### src/rtl/mem_arb_ram_pkg.sv
// Shared constants, response header type and sizing helpers for the
// multi-channel arbitrated RAM.
package mem_arb_ram_pkg;

   localparam int unsigned MAX_CH  = 8;
   localparam int unsigned MAX_LAT = 3;
   localparam int unsigned CH_W    = $clog2(MAX_CH);

   // Per-response control; the data word is appended by the top because its
   // width is a module parameter.
   typedef struct packed {
      logic            valid;
      logic [CH_W-1:0] ch;
      logic            err;
   } rsp_hdr_t;

   function automatic int unsigned be_w(input int unsigned dw);
      return dw / 8;
   endfunction

   function automatic int unsigned idx_w(input int unsigned n);
      return (n > 1) ? $clog2(n) : 1;
   endfunction

endpackage

### src/rtl/mem_arb_ram_rr_arbiter.sv
// Round-robin arbiter: first requester at or after the pointer wins; the
// pointer moves past the winner only when the grant is accepted.
module rr_arbiter
   import mem_arb_ram_pkg::*;
#(
   parameter int unsigned NUM_CH = 2,
   localparam int unsigned IW = idx_w(NUM_CH)
) (
   input  logic              clk,
   input  logic              reset,
   input  logic [NUM_CH-1:0] req,
   input  logic              accept,
   output logic [NUM_CH-1:0] grant,
   output logic [IW-1:0]     grant_idx
);

   logic [IW-1:0] ptr;
   logic [IW-1:0] cand;
   logic          found;

   always_comb begin
      grant     = '0;
      grant_idx = '0;
      found     = 1'b0;
      cand      = '0;
      for (int unsigned i = 0; i < NUM_CH; i++) begin
         cand = IW'((32'(ptr) + i) % NUM_CH);
         if (!found && req[cand]) begin
            found       = 1'b1;
            grant[cand] = 1'b1;
            grant_idx   = cand;
         end
      end
   end

   always_ff @(posedge clk or posedge reset) begin
      if (reset) begin
         ptr <= '0;
      end else if (accept && found) begin
         if ((32'(grant_idx) + 32'd1) == NUM_CH) begin
            ptr <= '0;
         end else begin
            ptr <= grant_idx + 1'b1;
         end
      end
   end

endmodule

### src/rtl/mem_arb_ram.sv
// NUM_CH-channel request/response RAM: round-robin accept of one request per
// cycle, byte-strobed writes, RD_LAT-deep response pipeline, range errors.
module mem_arb_ram
   import mem_arb_ram_pkg::*;
#(
   parameter int unsigned ADDR_WIDTH = 4,
   parameter int unsigned DATA_WIDTH = 32,
   parameter int unsigned MEM_SIZE   = 16,
   parameter int unsigned NUM_CH     = 2,
   parameter int unsigned RD_LAT     = 1,
   localparam int unsigned BW = be_w(DATA_WIDTH)
) (
   input  logic                         clk,
   input  logic                         reset,
   input  logic [NUM_CH-1:0]            req_valid,
   output logic [NUM_CH-1:0]            req_ready,
   input  logic [NUM_CH-1:0]            req_wr,
   input  logic [NUM_CH*ADDR_WIDTH-1:0] req_addr,
   input  logic [NUM_CH*DATA_WIDTH-1:0] req_wdata,
   input  logic [NUM_CH*BW-1:0]         req_be,
   output logic [NUM_CH-1:0]            rsp_valid,
   output logic [DATA_WIDTH-1:0]        rsp_rdata,
   output logic                         rsp_err
);

   localparam int unsigned IW  = idx_w(NUM_CH);
   localparam int unsigned MW  = idx_w(MEM_SIZE);
   localparam int unsigned LAT = (RD_LAT > MAX_LAT) ? MAX_LAT : ((RD_LAT < 1) ? 1 : RD_LAT);

   typedef struct packed {
      rsp_hdr_t              hdr;
      logic [DATA_WIDTH-1:0] data;
   } rsp_t;

   logic [DATA_WIDTH-1:0] mem [MEM_SIZE];

   logic [NUM_CH-1:0]     grant;
   logic [IW-1:0]         gidx;
   logic                  accept;

   logic                  sel_wr;
   logic [ADDR_WIDTH-1:0] sel_addr;
   logic [DATA_WIDTH-1:0] sel_wdata;
   logic [BW-1:0]         sel_be;
   logic                  in_range;
   logic [MW-1:0]         mem_idx;

   rsp_t                  stage_in;
   rsp_t                  pipe [LAT];
   rsp_t                  head;

   // Nothing is accepted while reset is held, even though the arbiter's
   // grant is purely combinational.
   assign accept    = (|req_valid) && !reset;
   assign req_ready = reset ? '0 : grant;

   rr_arbiter #(
      .NUM_CH (NUM_CH)
   ) u_arb (
      .clk       (clk),
      .reset     (reset),
      .req       (req_valid),
      .accept    (accept),
      .grant     (grant),
      .grant_idx (gidx)
   );

   always_comb begin
      sel_wr    = req_wr[gidx];
      sel_addr  = req_addr[32'(gidx)*ADDR_WIDTH +: ADDR_WIDTH];
      sel_wdata = req_wdata[32'(gidx)*DATA_WIDTH +: DATA_WIDTH];
      sel_be    = req_be[32'(gidx)*BW +: BW];
      in_range  = 32'(sel_addr) < MEM_SIZE;
      mem_idx   = MW'(sel_addr);
   end

   always_ff @(posedge clk or posedge reset) begin
      if (reset) begin
         for (int unsigned w = 0; w < MEM_SIZE; w++) begin
            mem[w] <= '0;
         end
      end else if (accept && sel_wr && in_range) begin
         for (int unsigned b = 0; b < BW; b++) begin
            if (sel_be[b]) begin
               mem[mem_idx][b*8 +: 8] <= sel_wdata[b*8 +: 8];
            end
         end
      end
   end

   // Read data is taken from storage before this edge's write lands; the
   // single-accept-per-cycle rule means no same-cycle hazard exists.
   always_comb begin
      stage_in           = '0;
      stage_in.hdr.valid = accept;
      stage_in.hdr.ch    = CH_W'(gidx);
      stage_in.hdr.err   = accept && !in_range;
      stage_in.data      = (accept && !sel_wr && in_range) ? mem[mem_idx] : '0;
   end

   always_ff @(posedge clk or posedge reset) begin
      if (reset) begin
         for (int unsigned s = 0; s < LAT; s++) begin
            pipe[s] <= '0;
         end
      end else begin
         pipe[0] <= stage_in;
         for (int unsigned s = 1; s < LAT; s++) begin
            pipe[s] <= pipe[s-1];
         end
      end
   end

   assign head      = pipe[LAT-1];
   assign rsp_valid = head.hdr.valid ? (NUM_CH'(1) << head.hdr.ch) : '0;
   assign rsp_rdata = head.hdr.valid ? head.data : '0;
   assign rsp_err   = head.hdr.valid && head.hdr.err;

endmodule

### config.mk
export PLATFORM = sky130hd
export DESIGN_NAME = mem_arb_ram
export DESIGN_NICKNAME = d
export VERILOG_FILES = /design/src/rtl/mem_arb_ram_pkg.sv /design/src/rtl/mem_arb_ram_rr_arbiter.sv /design/src/rtl/mem_arb_ram.sv
export SDC_FILE = /design/constraint.sdc
export NUM_CORES = 1
export LEC_CHECK = 0
export CORE_MARGIN = 2
export CORE_UTILIZATION = 35
export CTS_CLUSTER_DIAMETER = 50
export DETAILED_ROUTE_END_ITERATION = 12
export PLACE_DENSITY_LB_ADDON = 0.12
export REMOVE_ABC_BUFFERS = 1
export SLEW_MARGIN = 10
export SYNTH_ARGS = -nofsm -noshare
export SYNTH_HDL_FRONTEND = slang
export SYNTH_SLANG_ARGS = --single-unit
### constraint.sdc
create_clock -name clk -period 20.5 [get_ports clk]
set_input_delay 6.15 -clock clk [delete_from_list [all_inputs] [get_ports clk]]
set_output_delay 6.15 -clock clk [all_outputs]
set_load 0.02 [all_outputs]
Word level (Yosys, flattened, before mapping)
Cells that the tools add are included.
W data, S select, Z words.
{"block": "word_totals", "reg_bits": 547, "input_bits": 86, "out_inout_bits": 37, "word_cells": 92}
{"block": "op_classes", "add_sub_neg": 3, "order_cmp": 7, "eq_ne": 1, "shifts": 4, "muxes": 43, "n_bitwise": 2, "n_reduce_logical": 12}
{"cell": "$mux W512", "count": 7}
{"cell": "$bwmux W512", "count": 4}
{"cell": "$demux W32 S4", "count": 4}
{"cell": "$mux W32", "count": 5}
{"cell": "$bmux W32 S4", "count": 1}
{"cell": "$shiftx A64 B7 Y32", "count": 1}
{"cell": "$eq A32 B2 Y1 const B", "count": 1}
{"cell": "$mux W24", "count": 1}
{"cell": "$mux W16", "count": 1}
{"cell": "$shiftx A8 B4 Y4", "count": 2}
{"cell": "$mux W1", "count": 13}
{"cell": "$logic_and A1 B1 Y1", "count": 8}
{"cell": "$mux W2", "count": 4}
{"cell": "$mux W8", "count": 1}
{"cell": "$lt A1 B2 Y1 const B", "count": 3}
{"cell": "$ge A5 B5 Y1 const B", "count": 1}
{"cell": "$lt A5 B1 Y1 const B", "count": 1}
{"cell": "$not A4 Y5", "count": 1}
{"cell": "$logic_not A1 Y1", "count": 3}
{"cell": "$add A1 B1 Y1 const B", "count": 2}
{"cell": "$add A1 B1 Y2 const B", "count": 1}
{"cell": "$demux W1 S1", "count": 2}
{"cell": "$ge A1 B1 Y1 const B", "count": 2}
{"cell": "$or A2 B2 Y2", "count": 1}
{"cell": "other kinds (2)", "count": 2}

Logic depth before layout (Yosys ltp)
Gate-level depths: netlist of run 1.
{"block": "depth", "ltp_word": 23, "ltp_mapped": 10, "ltp_nobuf": 7}

Modules after synthesis
From an unflattened synthesis of run 1, not the netlist that was laid out.
{"block": "hier_totals", "hier_cells": 2431, "area_unflattened_um2": 24637.4}
{"module": "mem_arb_ram", "instances": 1, "cells_each": 2423, "area_each_um2": 24571.1, "seq_area_each_um2": 13663.1}
{"module": "rr_arbiter", "instances": 1, "cells_each": 8, "area_each_um2": 66.3, "seq_area_each_um2": 25.0}

Worst setup path after synthesis of run 1
Ideal clock, no wire load.
{"block": "synth_timing", "kind": "input to register", "from": "input port reset", "to": "register mem[186] (netlist bit)", "setup_ns": 0.128, "arrival_time_ns": 19.896, "t_required_ns": 20.372, "slack_ns": 0.477, "path_stages": 6, "n_path_buf": 1, "cell_sequence": "inv_1 -> nand2_1 -> nor2_1 -> buf_4 -> nand2_1 -> mux2_1"}
{"block": "synth_via", "elab_chain_len": 3}
{"element": "start, declared", "line_no": "mem_arb_ram.sv:14", "rtl": "input logic reset,"}
{"element": "$logic_not A1 Y1 (no line)"}
{"element": "$logic_and A1 B1 Y1", "line_no": "mem_arb_ram.sv:54", "rtl": "assign accept = (|req_valid) && !reset;"}
{"element": "$logic_and A1 B1 Y1", "line_no": "mem_arb_ram.sv:82", "rtl": "end else if (accept && sel_wr && in_range) begin"}
{"element": "end signal, assigned by index", "line_no": "mem_arb_ram.sv:85", "rtl": "mem[mem_idx][b*8 +: 8] <= sel_wdata[b*8 +: 8];"}
{"element": "end, declared", "line_no": "mem_arb_ram.sv:35", "rtl": "logic [DATA_WIDTH-1:0] mem [MEM_SIZE];"}
No other way between the ends.
A chain may end at the register's enable or synchronous reset.

Worst setup path after layout of run 1
{"block": "layout_timing", "from": "input port req_valid[1]", "to": "output port req_ready[1]"}
{"block": "layout_via", "elab_chain_len": 7, "elab_cells_between_ends": 11}
{"element": "start, declared", "line_no": "mem_arb_ram.sv:15", "rtl": "input logic [NUM_CH-1:0] req_valid,"}
{"element": "$mux W1 (not written as such) (2 in series)", "line_no": "mem_arb_ram_rr_arbiter.sv:28", "rtl": "if (!found && req[cand]) begin"}
{"element": "$mux W1", "line_no": "mem_arb_ram_rr_arbiter.sv:28"}
{"element": "$logic_not A1 Y1", "line_no": "mem_arb_ram_rr_arbiter.sv:28"}
{"element": "$logic_and A1 B1 Y1", "line_no": "mem_arb_ram_rr_arbiter.sv:28"}
{"element": "$mux W2 (*)", "line_no": "mem_arb_ram_rr_arbiter.sv:28"}
{"element": "$mux W2 (*)", "line_no": "mem_arb_ram.sv:55", "rtl": "assign req_ready = reset ? '0 : grant;"}
{"element": "end, declared", "line_no": "mem_arb_ram.sv:16", "rtl": "output logic [NUM_CH-1:0] req_ready,"}
Every way passes the cells marked *; elsewhere a longest branch is shown, timed or not. The select of a mux whose other input is x is not followed.

==> run summary, run 1 <==
PLACED DESIGN
----------------------------------------------------------------------------------------
Post-placement setup slack                                                       6.13 ns
Total half-perimeter wirelength after legalization and detailed placement        46.7 mm
Cell count after placement                                                          3266
Number of input and output port buffers inserted                                     121
Final weighted congestion of routability-driven global placement                   0.772

SYNTHESIS
----------------------------------------------------------------------------------------
Count of different cell masters after synthesis                                       60
Yosys top cell by area                                                      sky130_fd_sc_hd__dfrtp_1
Seq/Total Area, Yosys                                                              51.4%
Predominant post-synthesis flop cell                                        sky130_fd_sc_hd__dfrtp_1
Post-Synthesis Cell Area                                                      0.0266 mm2
Synthesized area per cell                                                       11.5 um2
FF+latch count, synth                                                                547
Synth cell count leaders                                                    sky130_fd_sc_hd__dfrtp_1 (547), sky130_fd_sc_hd__mux2_2 (491), sky130_fd_sc_hd__nand3_1 (366), sky130_fd_sc_hd__o21ai_0 (183), sky130_fd_sc_hd__nand2_1 (138)
Warnings from Yosys                                                                    0
Count of flip-flops with a built-in enable after synthesis                             0
Proportion of netlist area held by the largest area contributor                    51.4%
Most repeated cell in the gate-level netlist after synthesis                sky130_fd_sc_hd__dfrtp_1
Ys async rst share                                                                  100%
Largest cells by area after synthesis                                       sky130_fd_sc_hd__dfrtp_1 (51%), sky130_fd_sc_hd__mux2_2 (21%), sky130_fd_sc_hd__nand3_1 (6.9%)
Number of cells produced by synthesis                                               2322

CLOCK TREE
----------------------------------------------------------------------------------------
Hold buffers post-CTS                                                                  0
CTS tree                                                                             yes
Number of clock sinks                                                                547
Clock buffer count from CTS                                                           72
Buffer count from post-CTS setup fixing                                                0
Clock latency of the later-clocked register in the worst-skew pair               0.62 ns
Number of levels in the clock H-tree                                                   3
CTS Buffer Depth                                                                       3
Clock slew seen by the registers of the worst setup and hold paths               0.05 ns
Post_cts resized                                                                       0
Root cell of the clock tree                                                 sky130_fd_sc_hd__clkbuf_16

SETUP PATH
----------------------------------------------------------------------------------------
Cell depth of the worst flop-to-flop path                                              9
Peak fanout along the critical path                                                   22
Largest stage delay on the critical path                                         0.94 ns
Reg-to-Reg Start                                                               u_arb.ptr
Cell family contributing the most delay on the critical path                buffers and inverters
CP startpoint kind                                                            input port
Kind of end point of the critical path                                       output port
Arrival time at the worst endpoint                                               8.23 ns
Setup slack, reg-to-reg                                                         15.91 ns
CP bufs+invs                                                                           2
Crit Path Category                                                             in -> out
Slowest cell on the critical path                                           sky130_fd_sc_hd__clkdlybuf4s50_1
Cells traversed along the worst timing path                                 clkdlybuf4s50_1 -> nand2_8 -> nor2_1 -> clkdlybuf4s50_1
RR Endpoint                                                                     head[12]
Most frequent cell on the critical path                                     sky130_fd_sc_hd__clkdlybuf4s50_1
Endpoint required time on the critical path                                     14.35 ns

FINAL LAYOUT
----------------------------------------------------------------------------------------
Post-synthesis to final-layout area growth                                         16.2%
Diode count                                                                            0
Filler instances                                                                    7168
Number of nets in the layout                                                        2448
Final standard cell count with taps included and fillers excluded                   3394
FF/Latch Area                                                                 0.0137 mm2
Share of layout cells above drive strength 1                                       29.6%
Total area of multi-input combinational cells                                 0.0121 mm2

PWR
----------------------------------------------------------------------------------------
Leakage power                                                                    14.4 nW
Power density over the cells                                                 98.7 mW/mm2
Worst vdd ir                                                                   0.0531 mV

FLOORPLAN
----------------------------------------------------------------------------------------
Area of the core                                                              0.0756 mm2
Die Ht                                                                            280 um
Horiz. Die Dim                                                                    280 um
Area enclosed by the die boundary                                             0.0783 mm2
Std cell rows                                                                        101
Total I/O pin count                                                                  123
Effective utilization at floorplan                                                 35.2%

ROUTE
----------------------------------------------------------------------------------------
Number of routed nets with antenna violations                                          0
Number of vias after detailed routing                                              19.2k
Detailed-route wire length                                                       83.2 mm
DRC violation count after routing                                                      0
Via density per instance                                                            5.65
Avg WL per Cell                                                                  24.5 um
First drt pass iteration count                                                         5
Initial detailed-routing violation count                                            1315

TIMING
----------------------------------------------------------------------------------------
Highest attainable clock frequency                                              69.5 MHz
Final count of pins violating max slew                                                 0
Final setup violation count                                                            0
Worst relative slew slack                                                          26.5%
Clock Skews                                                                    0.0184 ns
Final Critical Period                                                           14.38 ns
Unrepaired setup endpoints after global routing                                    false
Share of the clock period used by the worst path                                   70.1%
Final critical-path setup slack                                                  6.12 ns
Slew of the pin with the lowest slew margin                                      1.10 ns
Number of hold violations in the final report                                          0

WORST HOLD PATH
----------------------------------------------------------------------------------------
Min-Delay Path Depth                                                                   1
Hold wc startpoint                                                              mem[333]
Capture endpoint of the worst hold path                                         mem[333]
Hold/Removal Path Class                                                       reg -> reg

GRT
----------------------------------------------------------------------------------------
Via count of the first global-routing pass                                         19.8k
Number of antenna violations at the first check in global routing                      0
Combined global-route utilization of all metal layers                              21.2%
Global-route wire length before repair                                            126 mm
Grt total ovfl                                                                         0
Largest net degree at the start of global routing                                    165

JOB
----------------------------------------------------------------------------------------
Max_cap viols                                                                          0

OUTCOME
----------------------------------------------------------------------------------------
Status                                                                      finished, final reports clean

[metal layers]
metal	track usage, %	vias to the layer above	share of wire [%]
li1	-	8506	-
met5	0	-	0
met4	8.01	0	3.3
met3	3.24	133	5.0
met1	29.5	9971	46
met2	33.5	554	46
[kinds of logic (layout without fill, tap and decap cells)]
| logic type | after synthesis | count (layout) | share of synthesized area, % |
|---|---|---|---|
| flops | 547 | 547 | 51.4 |
| buf+inv | 192 | 286 | 3.33 |
| compound gates | 342 | 342 | 7.44 |
| other cells | 1 | 1 | 0.0141 |
| mux | 575 | 575 | 24.1 |
| simple gates | 665 | 665 | 13.7 |
[per-stage QoR]
stage          total power, mW  hold WS (ns)  util (%)  area (um2)  TNS, ns
2_1_floorplan             1.63         0.458         -       25800  -571.13
3_3_place_gp              1.78         0.466      37.7       28500        0
3_5_place_dp              1.80         0.474      37.7       28500        0
4_1_cts                   3.09         0.489      40.9       30900        0
5_1_grt                   3.20         0.496      40.9       30900        0
6_report                  3.05         0.484      40.9       30900        0
[flip-flops by register name (all words and copies together), names as in the netlist]
register	count
mem	512
head	34
u_arb.ptr	1
[power breakdown]
group / switching (mW) / internal [mW] / total [mW] / leakage, nW
logic: 0.266 / 0.202 / 0.468 / 5.82
clock network: 0.503 / 0.773 / 1.28 / 1.18
registers: 0.0733 / 1.24 / 1.31 / 7.42
[area by class of cell]
class,count,share of cell area (%)
sequential,547,44.3
multi-input combinational,1583,39.1
clock buffer,90,6.33
timing repair buffer,152,4.75
tap,978,3.96
clock inverter,38,1.48
inverter,6,0.105
[cells in the final DEF (no fill, tap or decap), types with 3 or more instances in the layout]
cell type | netlist | layout
sky130_fd_sc_hd__nor4_1 | 30 | 30
sky130_fd_sc_hd__a21oi_1 | 106 | 106
sky130_fd_sc_hd__clkinvlp_4 | 0 | 5
sky130_fd_sc_hd__nor2_1 | 19 | 17
sky130_fd_sc_hd__dfrtp_1 | 547 | 546
sky130_fd_sc_hd__clkinv_2 | 0 | 11
sky130_fd_sc_hd__a221o_1 | 31 | 31
sky130_fd_sc_hd__nand2b_1 | 7 | 7
sky130_fd_sc_hd__clkinv_8 | 0 | 3
sky130_fd_sc_hd__clkdlybuf4s50_1 | 0 | 121
sky130_fd_sc_hd__mux2_2 | 491 | 491
sky130_fd_sc_hd__nand3_1 | 366 | 365
sky130_fd_sc_hd__clkbuf_8 | 0 | 9
sky130_fd_sc_hd__clkinv_4 | 0 | 5
sky130_fd_sc_hd__clkbuf_1 | 115 | 9
sky130_fd_sc_hd__mux2_1 | 24 | 24
sky130_fd_sc_hd__o21ai_0 | 183 | 183
sky130_fd_sc_hd__nand2_1 | 138 | 138
sky130_fd_sc_hd__bufinv_16 | 0 | 7
sky130_fd_sc_hd__nand2_2 | 5 | 4
sky130_fd_sc_hd__inv_1 | 5 | 4
sky130_fd_sc_hd__nand3_2 | 17 | 17
sky130_fd_sc_hd__nor2_4 | 15 | 16
sky130_fd_sc_hd__nor3_2 | 4 | 4
sky130_fd_sc_hd__nor2_8 | 8 | 8
sky130_fd_sc_hd__a221oi_1 | 3 | 3
sky130_fd_sc_hd__nand4_2 | 4 | 4
sky130_fd_sc_hd__and2_1 | 36 | 36
sky130_fd_sc_hd__inv_6 | 0 | 6
sky130_fd_sc_hd__buf_4 | 14 | 29
sky130_fd_sc_hd__mux2i_1 | 58 | 58
sky130_fd_sc_hd__clkbuf_16 | 0 | 72
[how the worst max path moves through the flow]
stage	startpoint	endpoint	slack, ns	cells past startpoint
after floorplan	reset	head[0]	-0.97	1
after global placement	req_valid[0]	req_ready[1]	6.15	5
after detailed placement	req_valid[1]	req_ready[1]	6.13	4
after CTS	req_valid[1]	req_ready[1]	6.11	4
after global routing	req_valid[0]	req_ready[1]	6.02	5
final	req_valid[1]	req_ready[1]	6.12	4
Power figures use the tool's default switching activity.
==> run 2: changes to the inputs <==
Clock period 20.5 ns to 13.1 ns, I/O delays scaled along.
==> run 2 against run 1 <==
Effect of this change: power increased by 56%; sequential share of layout area increased by 0.10 points; core utilization decreased by 0.096 points; via count about the same; flip-flop and latch count unchanged; register-to-register slack got worse by 7.4 ns; final cell count decreased by 0.12%; setup slack got worse by 3.0 ns; final area decreased by 0.23%; largest power group unchanged.
==> run summary, run 2 (synthesis results as in run 1) <==
OUTCOME
----------------------------------------------------------------------------------------
Status                                                                      finished, final reports clean

CLOCK TREE
----------------------------------------------------------------------------------------
CTS tree                                                                             yes
Clock buffer count from CTS                                                           72
Hold buffers post-CTS                                                                  0
Buffer count from post-CTS setup fixing                                                0
Number of levels in the clock H-tree                                                   3
Number of clock sinks                                                                547
Clock latency of the later-clocked register in the worst-skew pair               0.60 ns
Clock slew seen by the registers of the worst setup and hold paths               0.05 ns
Root cell of the clock tree                                                 sky130_fd_sc_hd__clkbuf_16
Post_cts resized                                                                       0
CTS Buffer Depth                                                                       3

PLACED DESIGN
----------------------------------------------------------------------------------------
Cell count after placement                                                          3266
Number of input and output port buffers inserted                                     121
Final weighted congestion of routability-driven global placement                   0.767
Cell area reported after detailed placement                                   0.0285 mm2
Total half-perimeter wirelength after legalization and detailed placement        47.0 mm

GRT
----------------------------------------------------------------------------------------
Via count of the first global-routing pass                                         19.8k
Number of antenna violations at the first check in global routing                      0
Largest net degree at the start of global routing                                    107
Global-route wire length before repair                                            126 mm
Combined global-route utilization of all metal layers                              21.3%
Grt total ovfl                                                                         0

TIMING
----------------------------------------------------------------------------------------
Final setup violation count                                                            0
Tightest hold margin                                                            0.487 ns
Unrepaired setup endpoints after global routing                                    false
Highest attainable clock frequency                                               101 MHz
Final Critical Period                                                            9.93 ns
Slew of the pin with the lowest slew margin                                      1.12 ns
Number of hold violations in the final report                                          0
Share of the clock period used by the worst path                                   75.8%
Clock Skews                                                                    0.0140 ns
Final sum of negative setup slack                                                   0 ns
Final count of pins violating max slew                                                 0
Worst relative slew slack                                                          25.1%

FLOORPLAN
----------------------------------------------------------------------------------------
Die Ht                                                                            280 um
Horiz. Die Dim                                                                    280 um
Effective utilization at floorplan                                                 35.2%
Total I/O pin count                                                                  123
Area of the core                                                              0.0756 mm2
Area enclosed by the die boundary                                             0.0783 mm2
Std cell rows                                                                        101

FINAL LAYOUT
----------------------------------------------------------------------------------------
Most common cell after layout, fill and taps aside                          sky130_fd_sc_hd__dfrtp_1
Largest reg by FF count                                                              mem
Number of nets in the layout                                                        2448
Post-synthesis to final-layout area growth                                         15.9%
Final std cell area, no fill                                                  0.0309 mm2
Most used cells in the layout excluding fill and tap cells                  sky130_fd_sc_hd__dfrtp_1 (546), sky130_fd_sc_hd__mux2_2 (491), sky130_fd_sc_hd__nand3_1 (365), sky130_fd_sc_hd__o21ai_0 (183), sky130_fd_sc_hd__nand2_1 (138)
Filler instances                                                                    7137
Max reg flops                                                                        512
Share of layout cells above drive strength 1                                       29.4%
Final standard cell count with taps included and fillers excluded                   3390
Diode count                                                                            0

SETUP PATH
----------------------------------------------------------------------------------------
Kind of end point of the critical path                                       output port
Crit path launch                                                            req_valid[0]
RR Endpoint                                                                     mem[227]
Cell depth of the worst flop-to-flop path                                              7
CP startpoint kind                                                            input port
Setup slack, reg-to-reg                                                          8.51 ns
Arrival time at the worst endpoint                                               6.00 ns
Reg-to-Reg Start                                                               u_arb.ptr
Endpoint required time on the critical path                                      9.17 ns
Crit Path Category                                                             in -> out
Peak fanout along the critical path                                                   22

WORST HOLD PATH
----------------------------------------------------------------------------------------
Min-Delay Path Depth                                                                   1
Hold/Removal Path Class                                                       reg -> reg
Hold wc startpoint                                                              mem[328]
Capture endpoint of the worst hold path                                         mem[328]

ROUTE
----------------------------------------------------------------------------------------
First drt pass iteration count                                                         4
Avg WL per Cell                                                                  24.5 um
Number of routed nets with antenna violations                                          0
DRC violation count after routing                                                      0
Via density per instance                                                            5.65
Initial detailed-routing violation count                                            1260
Number of vias after detailed routing                                              19.2k
Detailed-route wire length                                                       83.2 mm

PWR
----------------------------------------------------------------------------------------
Worst vdd ir                                                                   0.0718 mV
Power density over the cells                                                  154 mW/mm2
Leakage power                                                                    14.4 nW

JOB
----------------------------------------------------------------------------------------
Max_cap viols                                                                          0

## run 2: cell count changes in the layout (fill, tap and decap cells not counted), sizes merged
cell	before	now
clkinv	19	14
clkbuf	90	94
inv	13	11
clkinvlp	5	4
## run 2: per-layer routing
metal	wire length [um]	track usage (%)
met4	2930	8.52
met3	4280	3.36
met5	0	0
met1	38500	29.9
met2	37400	33.1
## run 2: cell type report
| cell class | instances | area (um2) | share of cell area (%) |
|---|---|---|---|
| timing repair buffer | 152 | 1440 | 4.68 |
| clock buffer | 94 | 2000 | 6.47 |
| sequential | 547 | 13700 | 44.4 |
| clock inverter | 30 | 373 | 1.21 |
| multi-input combinational | 1583 | 12100 | 39.2 |
| inverter | 6 | 32.5 | 0.105 |
| tap | 978 | 1220 | 3.97 |
## run 2: metrics by stage
stage	power [mW]	utilization, %	setup slack, ns
finish	4.76	40.8	3.17
detailed placement	2.81	37.7	3.16
global route	4.99	40.8	3.02
global placement	2.78	37.7	3.20
CTS	4.81	40.8	3.14
floorplan	2.56	-	-6.15
## run 2: critical path: stages
cell	delay, ns
sky130_fd_sc_hd__clkdlybuf4s50_1	0.47
sky130_fd_sc_hd__nand2b_1	0.52
sky130_fd_sc_hd__nand2_8	0.28
sky130_fd_sc_hd__nor2_1	0.17
sky130_fd_sc_hd__clkdlybuf4s50_1	0.62
## run 2: how the worst max path moves through the flow
| stage | endpoint | slack (ns) |
|---|---|---|
| 3_5_place_dp | req_ready[1] | 3.16 |
| 6_report | req_ready[1] | 3.17 |
| 2_1_floorplan | head[0] | -6.15 |
| 4_1_cts | req_ready[1] | 3.14 |
| 5_1_grt | req_ready[1] | 3.02 |
| 3_3_place_gp | req_ready[1] | 3.20 |
## run 2: report_power, final
group | switching [mW] | total (mW) | internal, mW | leakage, nW
Clock | 0.763 | 1.98 | 1.21 | 1.16
Combinational | 0.416 | 0.731 | 0.316 | 5.81
Sequential | 0.115 | 2.05 | 1.93 | 7.42
Total | 1.29 | 4.76 | 3.46 | 14.4
